--- config.mk ---
export PLATFORM = sky130hd
export DESIGN_NAME = mod_seq
export DESIGN_NICKNAME = d
export VERILOG_FILES = /design/src/rtl/mod_seq.sv
export SDC_FILE = /design/constraint.sdc
export NUM_CORES = 1
export LEC_CHECK = 0
export BUFFER_PORTS_ARGS = -buffer_cell sky130_fd_sc_hd__buf_2
export CAP_MARGIN = 20
export CORE_MARGIN = 5
export CORE_UTILIZATION = 52
export DETAILED_ROUTE_END_ITERATION = 12
export PLACE_DENSITY = 0.77
export SLEW_MARGIN = 20
export SYNTH_ARGS = -nofsm -noshare
export SYNTH_HDL_FRONTEND = slang
export SYNTH_SLANG_ARGS = --single-unit
--- constraint.sdc ---
create_clock -name clk -period 3.1 [get_ports clk]
set_input_delay 0 -clock clk [delete_from_list [all_inputs] [get_ports clk]]
set_output_delay 0 -clock clk [all_outputs]
set_load 0.02 [all_outputs]
--- src/rtl/mod_seq.sv ---
// Multi-cycle unsigned restoring divider. It runs UNROLL iterations per clock
// and gives a single-cycle done pulse. A zero divisor completes one cycle after it is accepted.
module mod_seq #(
    parameter int WIDTH  = 19,
    parameter int UNROLL = 1
) (
    input  logic             clk,
    input  logic             rst,
    input  logic             start,
    input  logic [WIDTH-1:0] a,
    input  logic [WIDTH-1:0] n,
    output logic             ready,
    output logic             done,
    output logic [WIDTH-1:0] q,
    output logic [WIDTH-1:0] r,
    output logic             div_zero
);

    localparam int CNT_W = $clog2(WIDTH + 1);
    localparam logic [CNT_W-1:0] ITERS = CNT_W'(WIDTH);
    localparam logic [CNT_W-1:0] STEP  = CNT_W'(UNROLL);

    typedef enum logic {IDLE, BUSY} state_t;

    state_t           state_q, state_d;
    logic [WIDTH-1:0] dvd_q, dvd_d;
    logic [WIDTH-1:0] dsr_q, dsr_d;
    logic [WIDTH:0]   rem_q, rem_d;
    logic [CNT_W-1:0] cnt_q, cnt_d;
    logic             zero_q, zero_d;
    logic             done_q, done_d;
    logic             dz_q, dz_d;
    logic [WIDTH-1:0] quo_q, quo_d;
    logic [WIDTH-1:0] res_q, res_d;

    logic [WIDTH:0]   rem_it;
    logic [WIDTH-1:0] dvd_it;
    logic             last;

    // One restoring step. The dividend register shifts left, and each new quotient
    // bit enters at its LSB, so the register holds the quotient once all WIDTH steps are done.
    function automatic logic [2*WIDTH:0] div_step(input logic [WIDTH:0]   rem,
                                                  input logic [WIDTH-1:0] dvd,
                                                  input logic [WIDTH-1:0] dsr);
        logic        [WIDTH+1:0] sh;
        logic signed [WIDTH+1:0] diff;
        sh   = {rem, dvd[WIDTH-1]};
        diff = $signed(sh) - $signed({2'b00, dsr});
        if (diff[WIDTH+1])
            return {sh[WIDTH:0], dvd[WIDTH-2:0], 1'b0};
        else
            return {diff[WIDTH:0], dvd[WIDTH-2:0], 1'b1};
    endfunction

    always_comb begin
        rem_it = rem_q;
        dvd_it = dvd_q;
        for (int i = 0; i < UNROLL; i++) begin
            if (CNT_W'(i) < cnt_q)
                {rem_it, dvd_it} = div_step(rem_it, dvd_it, dsr_q);
        end
        last = (cnt_q <= STEP);
    end

    always_comb begin
        state_d = state_q;
        dvd_d   = dvd_q;
        dsr_d   = dsr_q;
        rem_d   = rem_q;
        cnt_d   = cnt_q;
        zero_d  = zero_q;
        done_d  = 1'b0;
        dz_d    = dz_q;
        quo_d   = quo_q;
        res_d   = res_q;
        case (state_q)
            IDLE: begin
                if (start) begin
                    dvd_d   = a;
                    dsr_d   = n;
                    rem_d   = '0;
                    cnt_d   = ITERS;
                    zero_d  = (n == '0);
                    state_d = BUSY;
                end
            end
            BUSY: begin
                if (zero_q) begin
                    quo_d   = '1;
                    res_d   = dvd_q;
                    dz_d    = 1'b1;
                    done_d  = 1'b1;
                    cnt_d   = '0;
                    state_d = IDLE;
                end else begin
                    dvd_d = dvd_it;
                    rem_d = rem_it;
                    if (last) begin
                        cnt_d   = '0;
                        quo_d   = dvd_it;
                        res_d   = rem_it[WIDTH-1:0];
                        dz_d    = 1'b0;
                        done_d  = 1'b1;
                        state_d = IDLE;
                    end else begin
                        cnt_d = cnt_q - STEP;
                    end
                end
            end
        endcase
    end

    always_ff @(posedge clk) begin
        if (rst) begin
            state_q <= IDLE;
            dvd_q   <= '0;
            rem_q   <= '0;
            cnt_q   <= '0;
            zero_q  <= 1'b0;
            done_q  <= 1'b0;
            dz_q    <= 1'b0;
            quo_q   <= '0;
            res_q   <= '0;
        end else begin
            state_q <= state_d;
            dvd_q   <= dvd_d;
            rem_q   <= rem_d;
            cnt_q   <= cnt_d;
            zero_q  <= zero_d;
            done_q  <= done_d;
            dz_q    <= dz_d;
            quo_q   <= quo_d;
            res_q   <= res_d;
        end
    end

    // The divisor is only read while BUSY, after a load, so it needs no reset.
    always_ff @(posedge clk) begin
        dsr_q <= dsr_d;
    end

    assign ready    = (state_q == IDLE);
    assign done     = done_q;
    assign q        = quo_q;
    assign r        = res_q;
    assign div_zero = dz_q;

endmodule

==> flow_summary.json, run 1 <==
{
  "synth-async-reset-ratio": 0,
  "vdd_ir_drop_max_mv": 0.3515,
  "fp.coreArea_mm2": 0.01075,
  "grt_antenna_before_repair": 0,
  "dp_hpwl_um": 10950,
  "fmax_mhz": 338.6,
  "warnings_from_yosys": 0,
  "first_pass_iters": 5,
  "totalNegativeSetupSlack_ns": 0,
  "drv_slew": 0,
  "dp_cells": 861,
  "area_delta_synth_final_pct": 17.53,
  "cells_after_synthesis": 668,
  "cp_data_arrival_time_ns": 3.24,
  "fill_count": 961,
  "ys.flop_type": "sky130_fd_sc_hd__dfxtp_1",
  "timing.final.setup_violations": 0,
  "antenna_cells_inserted": 0,
  "power_mw": 3.336,
  "final_number_of_hold_violating_endpoints": 0,
  "skew_ns": 0.01678,
  "number_of_enable_flip_flop_cells_after_synthesis": 19,
  "globalplace.congestion": 0.9554,
  "leakage_nw": 2.762,
  "wl_per_cell_um": 17.05,
  "gr-total-overflow": 0,
  "cts_buffers": 9,
  "tritoncts": "yes",
  "timing.critical_path.cells": "ha_1 > fa_2 > nand2b_1 > a21oi_2 > o2111ai_2 > and2_4 > a211oi_4 > buf_4 > mux2_2 > mux2i_1 > a21oi_1",
  "maxCapViolations": 0,
  "smallest_hold_slack_ns": 0.007884,
  "critical_path.startpoint_type": "flop",
  "floorplan.initialDensity": 0.5255,
  "regToRegEndpoint": "r[7]",
  "synth_sequential_area_ratio": 0.4059,
  "max_stage_delay_ns": 0.39,
  "mostFrequentLayoutCell": "sky130_fd_sc_hd__nor2_1",
  "grt_usage": 0.2345,
  "worst_setup_hold_path_clk_slew_ns": 0.10,
  "seq_area_mm2": 0.002293,
  "io_buffer_count": 81,
  "rsz0062_at_grt": "false",
  "maximum_number_of_pins_on_one_net_before_global_route_repair": 58,
  "first_global_vias": 5045,
  "avgSynthCellArea_um2": 8.453,
  "final_net_count": 816,
  "syn-cell-area_mm2": 0.005647,
  "chipWidth_um": 114.2,
  "tightestPinTransition_ns": 0.6225,
  "clock_tree.root_cell": "sky130_fd_sc_hd__clkbuf_8",
  "setup.worst_path.end": "r[7]",
  "die_y_um": 114.2,
  "grt_first_pass_wirelength_um": 24330,
  "tritoncts_num_sinks": 105,
  "route.antenna.remaining_nets": 0,
  "layout-drive-gt1-share": 0.1609,
  "regToRegStartpoint": "dsr_q[0]",
  "post_synth_num_cell_types": 56,
  "final_core_area_utilization": 0.6176,
  "timing.max_slew.rel_slack": 0.5850,
  "power_density_relative_to_cell_area_mw_per_mm2": 502.6,
  "synth_seq_cells": 105,
  "worst-r2r-cell-count": 11,
  "drt_drc_violations_left": 0,
  "ctsLongestPathBuffers": 2,
  "final.period_utilization": 0.9528,
  "mostFrequentLayoutCells": "sky130_fd_sc_hd__nor2_1 (99), sky130_fd_sc_hd__dfxtp_1 (85), sky130_fd_sc_hd__buf_2 (81), sky130_fd_sc_hd__a21oi_1 (71), sky130_fd_sc_hd__o21ai_0 (46)",
  "via_count": 5282,
  "multi_input_comb_area_mm2": 0.003097,
  "syn-num-nets": 731,
  "routed_wirelength_um": 15310,
  "worst_ep_required_time_ns": 3.38,
  "run_status": "complete, no violations",
  "criticalPathCategory": "flop to flop",
  "path_max_fanout": 8,
  "critPathCaptureType": "flop",
  "crit_start": "dsr_q[0]",
  "clk_latency_ns": 0.40,
  "initialDrtViolationCount": 530,
  "fp.dieArea_mm2": 0.01304,
  "boundaryPins": 82,
  "detail_route.vias_per_cell": 5.882,
  "core.rowCount": 38,
  "worst-r2r-setup-slack_ns": 0.15,
  "post-route-min-period_ns": 2.954,
  "slowest_stage": "sky130_fd_sc_hd__edfxtp_1",
  "fin_cells": 898,
  "hp-class": "input pin to flop",
  "cts_max_level": 3
}
==> how the worst min path moves through the flow <==
stage	startpoint	depth (start not counted)	end	slack [ns]
4_1_cts	start	3	cnt_q[1]	0.001
6_report	start	3	cnt_q[1]	0.008
3_3_place_gp	n[5]	1	dsr_q[5]	0.19
5_1_grt	start	3	cnt_q[1]	0.02
2_1_floorplan	n[0]	0	dsr_q[0]	0.1
3_5_place_dp	n[8]	1	dsr_q[8]	0.19
==> stage by stage <==
step,cell area [um2],setup slack [ns]
2_1_floorplan,5647,0.2335
3_3_place_gp,6177,0.1699
3_5_place_dp,6177,0.06183
4_1_cts,6601,0.03417
5_1_grt,6636,0.008369
6_report,6636,0.1463
==> flip-flops by register name, indices dropped and copies added, names as in the netlist, 5 cells and up <==
| name | count |
|---|---|
| dvd_q | 19 |
| rem_q | 20 |
| cnt_q | 5 |
| dsr_q | 19 |
| q | 19 |
| r | 19 |
==> power by group <==
part	switching, mW	leakage, nW	internal (mW)
Sequential	0.0696	0.884	1.50
Combinational	0.519	1.77	0.316
Clock	0.505	0.109	0.429
Total	1.09	2.76	2.24
==> final cells by class <==
cell class                 instances  share of cell area
multi-input combinational        490              0.4666
sequential                       105              0.3456
timing repair buffer             116              0.1116
tap                              140             0.02640
clock buffer                      12             0.02338
inverter                          31             0.01753
clock inverter                     4            0.008861
==> routing by layer <==
metal  vias up  share of wire  track usage
met3        33          0.056      0.04545
li1       2604              -            -
met2       167           0.49       0.3895
met5         -              0            0
met4         0          0.032       0.1061
met1      2478           0.42       0.2953
==> cells in the mapped netlist, types with 7 or more instances <==
cell,n,area share
sky130_fd_sc_hd__edfxtp_1,19,0.10
sky130_fd_sc_hd__a21oi_1,72,0.064
sky130_fd_sc_hd__inv_1,29,0.019
sky130_fd_sc_hd__nand2b_1,9,0.010
sky130_fd_sc_hd__a21o_1,8,0.011
sky130_fd_sc_hd__nor2_1,101,0.067
sky130_fd_sc_hd__a211o_1,11,0.017
sky130_fd_sc_hd__nand2_1,40,0.027
sky130_fd_sc_hd__o21ai_0,46,0.041
sky130_fd_sc_hd__xnor2_1,7,0.011
sky130_fd_sc_hd__mux2i_1,31,0.055
sky130_fd_sc_hd__a311oi_1,20,0.031
sky130_fd_sc_hd__clkbuf_1,34,0.023
sky130_fd_sc_hd__xor2_1,7,0.011
sky130_fd_sc_hd__a211oi_1,23,0.031
sky130_fd_sc_hd__dfxtp_1,86,0.30
sky130_fd_sc_hd__nor3_1,9,0.0080
sky130_fd_sc_hd__a31oi_1,7,0.0078
sky130_fd_sc_hd__ha_1,21,0.047
==> worst max-delay path: cells and delay by family (launching register included) <==
family | cells | cell delay [ns]
adder cells (fa/ha/maj) | 2 | 0.58
AO/OA/AOI/OAI | 4 | 0.75
flip-flops | 1 | 0.39
AND/OR/NAND/NOR | 2 | 0.37
multiplexers | 2 | 0.51
buffers and inverters | 1 | 0.24
==> cells by family after synthesis <==
family,synth area share
compound gates,0.2566
simple gates,0.1567
flops,0.4059
buf+inv,0.05207
mux,0.05695
fa+ha+maj,0.05008
xor+xnor,0.02172
==> repair_timing <==
action                                  in CTS  in global routing
hold buffers                                21                  0
buffers inserted                             0                  0
resized for setup                            0                 10
endpoints found under the hold margin       21                  0
endpoints found under the setup margin       0                 34
(Power assumes the default switching activity.)
==> run 2, diff against run 1 <==
--- a/config.mk
+++ b/config.mk
@@ -8,9 +8,9 @@
 export BUFFER_PORTS_ARGS = -buffer_cell sky130_fd_sc_hd__buf_2
 export CAP_MARGIN = 20
 export CORE_MARGIN = 5
-export CORE_UTILIZATION = 52
+export CORE_UTILIZATION = 35
 export DETAILED_ROUTE_END_ITERATION = 12
-export PLACE_DENSITY = 0.77
+export PLACE_DENSITY = 0.56
 export SLEW_MARGIN = 20
 export SYNTH_ARGS = -nofsm -noshare
 export SYNTH_HDL_FRONTEND = slang
==> constraint.sdc (replaced) <==
create_clock -name clk -period 3.1 [get_ports clk]
set_input_delay 0.155 -clock clk [delete_from_list [all_inputs] [get_ports clk]]
set_output_delay 0.155 -clock clk [all_outputs]
set_load 0.02 [all_outputs]
==> run 2 against run 1 <==
Against the previous run:
- sequential share of layout area shrank 0.94 points
- wire length grew 9.6%
- non-clock buffer count shrank 3
- maximum frequency grew 2.2%
- clock skew shrank 0.0060 ns
- via count grew 0.21%
- global-route usage shrank 5.3 points
- flip-flop and latch count is the same
- power grew 8.9%
- first-iteration DRC count shrank 39%
- critical path type unchanged
- critical endpoint is now r[9]
- largest power group unchanged
==> flow_summary.json, run 2 (same netlist as run 1, synthesis figures left out) <==
{
  "io_buffer_count": 81,
  "boundaryPins": 82,
  "path_max_fanout": 4,
  "power_density_relative_to_cell_area_mw_per_mm2": 532.5,
  "cts_max_level": 3,
  "via_count": 5293,
  "fp.coreArea_mm2": 0.01583,
  "timing.critical_path.cells": "inv_1 > ha_1 > fa_2 > nand2b_4 > a21oi_4 > o2111ai_2 > and2_4 > a211oi_4 > or4b_4 > a41oi_2 > a21oi_1",
  "ctsLongestPathBuffers": 2,
  "worst-r2r-setup-slack_ns": 0.21,
  "core.rowCount": 46,
  "p_sw_frac": 0.3235,
  "drt_drc_violations_left": 0,
  "floorplan.initialDensity": 0.3568,
  "slowest_stage": "sky130_fd_sc_hd__or4b_4",
  "tritoncts": "yes",
  "dpl_cell_area_mm2": 0.006292,
  "rsz0062_at_grt": "false",
  "grt_first_pass_wirelength_um": 26780,
  "worst_setup_hold_path_clk_slew_ns": 0.07,
  "net-switching-power_mw": 1.175,
  "mostFrequentLayoutCells": "sky130_fd_sc_hd__nor2_1 (99), sky130_fd_sc_hd__dfxtp_1 (85), sky130_fd_sc_hd__buf_2 (81), sky130_fd_sc_hd__a21oi_1 (71), sky130_fd_sc_hd__o21ai_0 (46)",
  "first_pass_iters": 5,
  "leakage_nw": 2.808,
  "critical_path.startpoint_type": "flop",
  "drv_slew": 0,
  "cp_data_arrival_time_ns": 3.12,
  "post-route-min-period_ns": 2.891,
  "internal_power_mw": 2.457,
  "clock_tree.root_cell": "sky130_fd_sc_hd__clkbuf_16",
  "tightestPinTransition_ns": 0.7266,
  "final_core_area_utilization": 0.4310,
  "die_y_um": 137.0,
  "critical-path-top-delay-family": "compound AO/OA/AOI/OAI gates",
  "fmax_mhz": 345.8,
  "cts_buffers": 9,
  "final_net_count": 813,
  "sequentialPowerShare": 0.432,
  "globalplace.congestion": 0.8903,
  "hp-class": "input pin to flop",
  "area_delta_synth_final_pct": 20.81,
  "grt_usage": 0.1815,
  "mostFrequentLayoutCell": "sky130_fd_sc_hd__nor2_1",
  "max_stage_delay_ns": 0.52,
  "final.period_utilization": 0.9327,
  "maxCapViolations": 0,
  "dp_hpwl_um": 12150,
  "chipWidth_um": 137.0,
  "routed_wirelength_um": 16780,
  "reg_with_most_ffs": "rem_q",
  "wl_per_cell_um": 17.28,
  "initialDrtViolationCount": 321,
  "logic_pwr_share": 0.231,
  "first_global_vias": 5181,
  "worst-path-buf-inv": 1,
  "number_of_flip_flops_under_the_largest_register_name": 20,
  "route.antenna.remaining_nets": 0,
  "timing.final.setup_violations": 0,
  "postLayoutCellArea_mm2": 0.006822,
  "critPathCaptureType": "flop",
  "worst_ep_required_time_ns": 3.33,
  "criticalPathCategory": "flop to flop",
  "timing.max_slew.rel_slack": 0.5111,
  "detail_route.vias_per_cell": 5.451,
  "antenna_cells_inserted": 0,
  "maximum_number_of_pins_on_one_net_before_global_route_repair": 47,
  "fp.dieArea_mm2": 0.01877,
  "run_status": "complete, no violations",
  "final_number_of_hold_violating_endpoints": 0,
  "p_clk_frac": 0.337,
  "clk_latency_ns": 0.36,
  "layout-drive-gt1-share": 0.1656,
  "tritoncts_num_sinks": 105,
  "vdd_ir_drop_max_mv": 0.3477,
  "skew_ns": 0.01074,
  "gr-total-overflow": 0,
  "grt_antenna_before_repair": 0
}
[run 2: changes by cell type in the layout (fill, tap and decap cells not counted), moves of 2 or more]
cell / before / now
sky130_fd_sc_hd__clkbuf_8: 11 / 0
sky130_fd_sc_hd__inv_8: 1 / 3
sky130_fd_sc_hd__clkbuf_16: 0 / 9
sky130_fd_sc_hd__dlygate4sd3_1: 21 / 17
[run 2: cell type report]
class,count,area (um2)
repair buffers,113,716.9
fillers,1602,9006
well taps,216,270.3
inverters,31,116.4
multi-input cells,490,3113
clock buffers,9,225.2
clock inverters,7,86.33
flip-flops and latches,105,2293
[run 2: routing by layer]
layer | routed length [um] | track usage | share of wire | vias up
met5 | 0 | 0 | 0 | -
met4 | 425 | 0.08038 | 0.025 | 0
met3 | 665 | 0.03566 | 0.040 | 27
met2 | 8138 | 0.2962 | 0.49 | 109
met1 | 7548 | 0.2325 | 0.45 | 2564
li1 | - | - | - | 2593
[run 2: metrics by stage]
| step | worst slack, ns | cells | hold WS, ns | power, mW | setup TNS [ns] |
|---|---|---|---|---|---|
| 2_1_floorplan | 0.2335 | 668 | 0.2539 | 2.156 | 0 |
| 3_3_place_gp | 0.07186 | 938 | 0.3490 | 2.405 | 0 |
| 3_5_place_dp | -0.03013 | 938 | 0.3492 | 2.414 | -0.03013 |
| 4_1_cts | 0.005483 | 971 | 0.001949 | 3.655 | 0 |
| 5_1_grt | 0.03056 | 971 | 0.004646 | 3.809 | 0 |
| 6_report | 0.2085 | 971 | 0.008379 | 3.633 | 0 |
[run 2: worst paths after layout]
path	cells after the start	endpoint	from
hold reg to reg	2	r[0]	r[0]
hold / removal	1	dsr_q[1]	n[1]
setup reg to reg	11	r[9]	dvd_q[18]
setup / recovery	11	r[9]	dvd_q[18]
[run 2: timing repair]
| action | in CTS | in global routing |
|---|---|---|
| setup endpoints to repair | 8 | 26 |
| hold buffers | 17 | 0 |
| resized for setup | 1 | 11 |
| setup buffers | 0 | 0 |
| endpoints found under the hold margin | 17 | 0 |
| pin swaps | 0 | 2 |
[run 2: power by group through the flow]
stage	sequential [mW]	clock (mW)	combinational (mW)
floorplan	1.64	0	0.512
global placement	1.60	0	0.807
detailed placement	1.60	0	0.814
CTS	1.57	1.25	0.836
global route	1.58	1.29	0.932
finish	1.57	1.22	0.841
